--- src/rtl/hdma_controller.sv ---
// CGB VRAM DMA engine: general-purpose and HBlank block copies into VRAM.
// Bus master toward the memory arbiter; reports progress through FF55.
module hdma_controller #(
  parameter int          BLOCK_BYTES = 16,
  parameter logic [15:0] VRAM_BASE   = 16'h8000
) (
  input  logic        clk4_2,
  input  logic        reset_n,
  input  logic        DMA_start,
  input  logic [7:0]  HDMA1,
  input  logic [7:0]  HDMA2,
  input  logic [7:0]  HDMA3,
  input  logic [7:0]  HDMA4,
  input  logic [7:0]  HDMA5,
  input  logic [1:0]  STAT_mode,
  input  logic        lcd_on,
  input  logic [7:0]  dma_rdata,
  output logic [15:0] dma_addr,
  output logic        dma_read,
  output logic        dma_write,
  output logic [7:0]  dma_wdata,
  output logic        dma_active,
  output logic        GDMA_finished,
  output logic [7:0]  hdma_status
);

  typedef enum logic [2:0] {
    IDLE, READ, WRITE, HB_WAIT, HB_ARM
  } state_t;

  localparam logic [3:0] LAST = 4'(BLOCK_BYTES - 1);

  state_t      state;
  logic [15:0] src;
  logic [12:0] dst_off;
  logic [7:0]  blocks_left;
  logic        mode;
  logic [3:0]  byte_cnt;

  logic cancel;
  logic in_hblank;
  logic unused_bits;

  assign cancel      = DMA_start && !HDMA5[7];
  assign in_hblank   = (STAT_mode == 2'b00) && lcd_on;
  assign unused_bits = ^{HDMA2[3:0], HDMA3[7:5], HDMA4[3:0]};

  always_ff @(posedge clk4_2 or negedge reset_n) begin
    if (!reset_n) begin
      state         <= IDLE;
      src           <= '0;
      dst_off       <= '0;
      blocks_left   <= '0;
      mode          <= 1'b0;
      byte_cnt      <= '0;
      dma_addr      <= '0;
      dma_read      <= 1'b0;
      dma_write     <= 1'b0;
      dma_wdata     <= '0;
      dma_active    <= 1'b0;
      GDMA_finished <= 1'b0;
      hdma_status   <= 8'hFF;
    end else begin
      dma_read      <= 1'b0;
      dma_write     <= 1'b0;
      dma_active    <= 1'b0;
      GDMA_finished <= 1'b0;
      unique case (state)
        IDLE: begin
          if (DMA_start) begin
            src         <= {HDMA1, HDMA2[7:4], 4'h0};
            dst_off     <= {HDMA3[4:0], HDMA4[7:4], 4'h0};
            blocks_left <= {1'b0, HDMA5[6:0]} + 8'd1;
            mode        <= HDMA5[7];
            byte_cnt    <= '0;
            hdma_status <= {1'b0, HDMA5[6:0]};
            if (HDMA5[7]) begin
              state <= HB_ARM;
            end else begin
              state      <= READ;
              dma_read   <= 1'b1;
              dma_active <= 1'b1;
              dma_addr   <= {HDMA1, HDMA2[7:4], 4'h0};
            end
          end
        end
        HB_ARM: begin
          if (cancel) begin
            state       <= IDLE;
            hdma_status <= {1'b1, blocks_left[6:0] - 7'd1};
          end else if (!in_hblank) begin
            state <= HB_WAIT;
          end
        end
        HB_WAIT: begin
          if (cancel) begin
            state       <= IDLE;
            hdma_status <= {1'b1, blocks_left[6:0] - 7'd1};
          end else if (in_hblank) begin
            state      <= READ;
            dma_read   <= 1'b1;
            dma_active <= 1'b1;
            dma_addr   <= src;
          end
        end
        READ: begin
          state      <= WRITE;
          dma_wdata  <= dma_rdata;
          dma_write  <= 1'b1;
          dma_active <= 1'b1;
          dma_addr   <= VRAM_BASE | {3'b000, dst_off};
        end
        WRITE: begin
          src      <= src + 16'd1;
          dst_off  <= dst_off + 13'd1;
          byte_cnt <= byte_cnt + 4'd1;
          if (byte_cnt == LAST) begin
            blocks_left <= blocks_left - 8'd1;
            if (blocks_left == 8'd1) begin
              state         <= IDLE;
              GDMA_finished <= 1'b1;
              hdma_status   <= 8'hFF;
            end else begin
              hdma_status <= {1'b0, blocks_left[6:0] - 7'd2};
              if (mode) begin
                state <= HB_ARM;
              end else begin
                state      <= READ;
                dma_read   <= 1'b1;
                dma_active <= 1'b1;
                dma_addr   <= src + 16'd1;
              end
            end
          end else begin
            state      <= READ;
            dma_read   <= 1'b1;
            dma_active <= 1'b1;
            dma_addr   <= src + 16'd1;
          end
        end
        default: state <= IDLE;
      endcase
    end
  end

endmodule

--- config.mk ---
export PLATFORM = sky130hd
export DESIGN_NAME = hdma_controller
export DESIGN_NICKNAME = d
export VERILOG_FILES = /design/src/rtl/hdma_controller.sv
export SDC_FILE = /design/constraint.sdc
export NUM_CORES = 1
export LEC_CHECK = 0
export CAP_MARGIN = 20
export CELL_PAD_IN_SITES_DETAIL_PLACEMENT = 1
export CELL_PAD_IN_SITES_GLOBAL_PLACEMENT = 1
export CORE_MARGIN = 3
export CORE_UTILIZATION = 40
export CTS_CLUSTER_SIZE = 28
export DETAILED_ROUTE_END_ITERATION = 10
export PLACE_DENSITY = 0.84
export SYNTH_ARGS = -nofsm -noshare
export SYNTH_HDL_FRONTEND = slang
export SYNTH_SLANG_ARGS = --single-unit
--- constraint.sdc ---
create_clock -name clk4_2 -period 2.25 [get_ports clk4_2]
set_input_delay 0.675 -clock clk4_2 [delete_from_list [all_inputs] [get_ports clk4_2]]
set_output_delay 0.675 -clock clk4_2 [all_outputs]
set_load 0.01 [all_outputs]
Word-level counts from Yosys, hierarchy flattened

Cells that the tools add are included.

Bits in registers: 81
Latch bits: 0
Bits in writable memories: 0
Bits in read-only memories: 0
Bits of input ports: 54
Output and inout bits: 36
Logic and storage cells: 96
Memories kept: 0

$add $sub $neg: 7
$mul: 0
Div/mod/pow operators: 0
Magnitude comparators: 0
Eq/ne operators: 16
Shift operators: 0
Multiplexer cells: 45
Bitwise operators: 0
Reductions and logical operators: 15

Operator list:

| operator                                            | number |
|---|---|
| 2-to-1 mux 16 bit                                   | 8 |
| case mux 16 bit (4 select lines)                    | 1 |
| 2-to-1 mux 8 bit                                    | 6 |
| case mux 16 bit (2 select lines)                    | 1 |
| 2-to-1 mux 3 bit                                    | 9 |
| case mux 13 bit (2 select lines)                    | 1 |
| case mux 8 bit (3 select lines)                     | 1 |
| adder 16 x 1 -> 16 bit, second input constant       | 1 |
| case mux 8 bit (2 select lines)                     | 1 |
| case mux 3 bit (5 select lines)                     | 1 |
| adder 13 x 1 -> 13 bit, second input constant       | 1 |
| 2-to-1 mux 13 bit                                   | 1 |
| inequality test 3 bit, second input constant        | 4 |
| 2-to-1 mux 1 bit                                    | 11 |
| inequality test 2 bit, second input constant        | 5 |
| adder 7 x 1 -> 8 bit, second input constant         | 1 |
| equality test 8 x 1 -> 1 bit, second input constant | 1 |
| case mux 4 bit (2 select lines)                     | 1 |
| subtractor 8 x 1 -> 8 bit, second input constant    | 1 |
| AND reduction 7 bit                                 | 1 |
| subtractor 7 x 1 -> 7 bit, second input constant    | 1 |
| subtractor 7 x 2 -> 7 bit, second input constant    | 1 |
| equality test 3 x 2 -> 1 bit, second input constant | 2 |
| AND reduction 3 bit                                 | 2 |
| other kinds (18)                                    | 20 |

Depth between registers and ports, before layout

Depth in word-level cells: 5
Depth in mapped cells: 9
Gate-level depth less buffers: 7

Worst setup path before layout

OpenSTA, ideal clock, no wires.

Path type: reg2reg
Start: register blocks_left[1]
End: register dma_addr[1]
Library setup time: 0.125 ns
Arrival time: 1.922 ns
Required time: 2.125 ns
Path slack: 0.203 ns
Stages on the path, launching flop included: 9
Buffers on the path: 1
Period minus slack after synthesis: 2.047 ns
Cell sequence: dfrtp_1 > inv_1 > ha_1 > nor3b_1 > a21oi_2 > o21ai_2 > nand3_4 > buf_6 > mux2_4

Cells in the longest elaborated chain, start to end: 3

RTL lines:

| item                            | RTL line | text |
|---|---|---|
| start, declared                 | 36       | `logic [7:0] blocks_left;` |
| start signal, assigned          | 73       | `blocks_left <= {1'b0, HDMA5[6:0]} + 8'd1;` |
| start signal, assigned          | 118      | `blocks_left <= blocks_left - 8'd1;` |
| equality test 8 x 1 -> 1 bit    | 119      | `if (blocks_left == 8'd1) begin` |
| inequality test 3 bit (no line) | -        |  |
| AND reduction 7 bit (no line)   | -        |  |
| end signal, assigned            | 111      | `dma_addr <= VRAM_BASE \| {3'b000, dst_off};` |
| end signal, assigned            | 131      | `dma_addr <= src + 16'd1;` |
| end signal, assigned            | 138      | `dma_addr <= src + 16'd1;` |
| end, declared                   | 18       | `output logic [15:0] dma_addr,` |

Every way passes these cells.
A chain may end at the register's enable or synchronous reset.

Final worst setup path

Start: input port HDMA5[7]
End: register dma_addr[12]

Cells in the longest elaborated chain, start to end: 4
Elaborated cells on any way between the ends: 5
Those cells by class: eq/ne (2); reduce/logical (3)

RTL lines:

| item                              | RTL line | text |
|---|---|---|
| start, declared                   | 14       | `input logic [7:0] HDMA5,` |
| zero test 1 bit                   | 44       | `assign cancel = DMA_start && !HDMA5[7];` |
| logical AND 1 bit                 | 44       |  |
| inequality test 2 bit (no line)   | -        |  |
| AND reduction 7 bit (no line) (*) | -        |  |
| end signal, assigned              | 83       | `dma_addr <= {HDMA1, HDMA2[7:4], 4'h0};` |
| end signal, assigned              | 103      | `dma_addr <= src;` |
| end signal, assigned              | 111      |  |

Every way passes the cells marked *; elsewhere a longest branch is shown, timed or not.

==> results.md <==
Clock network:
- For this design, the sink count on the clock tree is 81.
- The buffer type at the clock tree root is clkbuf_16.
- CTS built an H-tree with a depth of 3.
- After clock tree synthesis, the clock-pin slew on the worst setup and hold paths is ~0.060 ns.
- The maximum clock path buffer count is 2.
- The number of buffers created by CTS is 9.
- The later-pin clock latency in the skew report is around 0.35 ns.
- The TritonCTS clock tree is yes.

Worst setup path:
- The most critical setup path has its startpoint at HDMA5[7].
- The number of cells on the worst reg-to-reg path is 5.
- The kind of start point of the critical path is an input port.
- The worst reg2reg path endpoint is hdma_status[2].
- The cell family contributing the most delay on the critical path is buffers and inverters.
- Counting both buffers and inverters, the worst setup path holds a total of 2.
- The worst-path maximum fanout is 16.
- The element type at the critical path end is a flip-flop.
- For the worst setup path, the data required time is 2.47 ns.
- The timing endpoint of the critical path is dma_addr[12].
- In this design, the stage delay of the slowest critical-path cell is 0.62 ns.
- The count of cell instances traversed by the critical path is 7.
- The source of the worst register-to-register timing path is state[0].
- The cell with the biggest individual delay on the critical path is clkdlybuf4s50_1.
- For the worst setup path, the data arrival time is approximately 2.4 ns.
- The type of the setup path with the least slack is in2reg.
- Traced cell by cell, the critical path runs through clkdlybuf4s50_1 -> nand2b_1 -> nand2_1 -> a21o_1 -> nand3_4 -> buf_12 -> mux2_2.
- The reg-to-reg setup timing slack is 0.10 ns.

STA:
- Of the available clock period, the critical path in the final layout requires 0.971.
- Setup repair after global routing left no endpoint under its margin.
- Final hold analysis gives a worst-case slack of roughly 0.26 ns.
- Static timing analysis puts the maximum clock frequency at 458 MHz.
- The shortest clock period the worst path allows after layout is about 2.2 ns.
- The count of final max-slew check failures is 0.
- For the final database, setup skew stands at between 0.01 and 0.015 ns.
- The count of endpoints failing hold in the final timing report was 0.
- The actual transition at the worst max-transition pin is roughly 0.74 ns.
- The total setup violations reported at the end of the flow is 0.
- After layout, the worst setup slack is around 0.066 ns.
- The worst relative slew slack is 0.505.

Floorplan:
- The area of the die is between 0.01 and 0.015 sq mm.
- The initial utilization of the core area, before any placement, comes to 0.415.
- The top-level I/O count is 90.
- The die span in x is 118 microns.
- The vertical die dimension is roughly 120 microns.
- In this run the core area contains 40 standard-cell rows.
- The core region is around 0.012 sq mm.

Logic synthesis:
- Among all flip-flop cells after synthesis, the most frequent one is dfrtp_1.
- The number of nets in the synthesized netlist is about 620.
- The sequential-to-total area share from yosys stat is 0.404.
- Of the post-synthesis cell area, the dominant cell type holds 0.362.
- The count of cell types in the netlist is 70.
- Counting flops with an async set or reset pin after synthesis yields a share of 1.00.
- After synthesis, the mean cell area works out to 8.99 sq um.
- In the synthesized netlist, the cells that appear most often are dfrtp_1 (73), nor2_1 (62), nand2_1 (58).
- The count of synthesis-stage warnings from yosys is 0.
- In this run, synthesis inferred 0 flip-flops with an integrated enable.
- By area the synthesized netlist is led by dfrtp_1 (36%), mux2_2 (4.7%), nor2_1 (4.6%), nand2_1 (4.3%), dfstp_2 (4.2%).
- The area of the mapped netlist is between 0.005 and 0.006 sq mm.
- Counting every instance in the synthesized netlist gives between 500 and 600.
- Among all cell types in the netlist, the one instantiated most often is dfrtp_1.
- Summed over all instances, the cell type with the most area after synthesis is dfrtp_1.
- The number of synthesized register bits is slightly above 80.

Power and ir drop:
- Of the total power, the share spent switching nets is 0.430.
- Of the total power, registers draw 0.296.
- The leakage power total is approximately 2.8 nW.
- For this design the ratio of total power to cell area is between 1000 and 1500 mW/mm^2.
- The switching component of the power is 4.19 mW.
- The overall power after layout is slightly below 10 mW.
- Of the total power, combinational logic draws 0.544.
- VDD sags by at most about 840 uV.
- Cell internal power was estimated by the tool at roughly 5.5 mW.
- The clock power share is 0.161.

Run:
- Across the run, the number of max-cap violations was 0.

Final layout:
- With fillers left out, the area of the finished cells amounts to approximately 0.0067 sq mm.
- The sequential cell area is 0.00204 sq mm.
- The area of the multi-input gates is between 0.002 and 0.003 sq mm.
- The antenna diode count is 0.
- The synthesis-to-layout area growth is 32.8%.
- The final cell count without fillers is 846.
- Counting the fill cells in the layout gives ~1.4k.
- In the final layout, the share of cells above drive strength 1 is 0.201.
- The net total in the final layout is 735.

Placed design:
- During placement, the flow inserted port buffers numbering slightly below 80.
- Routability-driven placement finished with a final weighted congestion of 0.934.
- At the placement stage, the worst setup path has a slack of -0.379 ns.
- Detailed placement finished with a half-perimeter wire length of 13000 microns.
- The cell total after placement is 827.
- The post-place instance area is roughly 0.0063 sq mm.

GRT:
- The first global-routing pass estimated approximately 30000 microns of wire.
- The initial antenna violation count came to 0.
- The global routing usage summed across all routing layers is 0.268.
- Entering global routing, the biggest net connects between 50 and 60 pins.
- The total global routing overflow is 0.
- The number of global-route vias before repair was approximately 5.6k.

Route:
- The average detailed-routed wire length per instance is 21.8 microns.
- The number of design rule violations left after detail routing is 0.
- The number of iterations in the first detailed-routing pass is 5.
- The detailed-route vias per instance is ~6.0.
- The routed wire length is ~18000 microns.
- The detailed router finished its first iteration with 443 violations.
- In this run the remaining antenna-violating nets after routing total 0.
- The total number of vias is 5083.

Status:
- The flow ran to the end, and the final reports show no timing, DRC or antenna violations.

Min path:
- The path class of the tightest hold or removal check is in2async.
==> cell type report <==
type                    instances  area share
multi-input cells             431       0.420
flip-flops and latches         81       0.304
repair buffers                137       0.190
clock buffers                  11      0.0377
well taps                     168      0.0314
clock inverters                 5     0.00915
inverters                      13     0.00729
==> sequential cells by signal, indices dropped and copies added, names as in the netlist, 3 cells and up <==
| name | cells |
|---|---|
| blocks_left | 8 |
| byte_cnt | 4 |
| dma_addr | 16 |
| dma_wdata | 8 |
| dst_off | 13 |
| hdma_status | 8 |
| src | 16 |
| state | 3 |
==> layout by cell type (no fill, tap or decap), types with 8 or more instances in the layout <==
cell	synthesis	layout
a21oi_1	36	36
buf_4	0	56
inv_1	13	13
nor3_1	16	15
a211oi_1	8	8
clkdlybuf4s50_1	0	76
clkbuf_16	0	9
o21ai_0	39	39
dfstp_2	8	8
nor2_1	62	60
xnor2_1	9	9
nand2_1	58	58
mux2i_1	11	11
dfrtp_1	73	72
ha_1	8	8
nand3_1	26	25
mux2_2	21	21
o22ai_1	12	12
==> repair_timing <==
action	4_1_cts	5_1_grt
buffers inserted	0	3
resized for setup	1	8
pin swaps	0	1
setup endpoints to repair	1	32
hold buffers	0	0
==> power by group through the flow <==
| stage | Clock (mW) | Combinational (mW) | Sequential, mW |
|---|---|---|---|
| 3_3_place_gp | 0 | 4.80 | 2.78 |
| 3_5_place_dp | 0 | 5.08 | 2.86 |
| 2_1_floorplan | 0 | 2.97 | 2.76 |
| 4_1_cts | 1.59 | 5.16 | 2.85 |
| 5_1_grt | 1.66 | 5.74 | 2.96 |
| 6_report | 1.56 | 5.29 | 2.88 |
==> through the flow <==
stage / utilization / TNS, ns
after CTS: 0.545 / 0
after floorplan: - / 0
after global placement: 0.519 / -9.29
final: 0.551 / 0
after global routing: 0.551 / 0
after detailed placement: 0.519 / -13.51
==> layer usage <==
metal  up-vias  share of wire  global-route usage
met1      2515           0.39               0.315
li1       2287              -                   -
met5         -              0                   0
met3        68          0.057              0.0665
met2       213           0.50               0.457
met4         0          0.045               0.132
==> logic make-up after synthesis <==
kind of cell / synth area share
buf+inv: 0.0469
mux: 0.0896
compound gates: 0.194
simple gates: 0.225
fa+ha+maj: 0.0198
flops: 0.404
xor+xnor: 0.0208
==> worst min-delay path by stage <==
stage              startpoint        endpoint  slack, ns
2_1_floorplan         reset_n   GDMA_finished       0.38
3_3_place_gp   blocks_left[7]  blocks_left[7]       0.49
3_5_place_dp   hdma_status[1]  hdma_status[1]       0.50
4_1_cts               reset_n        state[1]       0.27
5_1_grt               reset_n         src[13]       0.29
6_report              reset_n  blocks_left[5]       0.26
(Power assumes the default switching activity.)
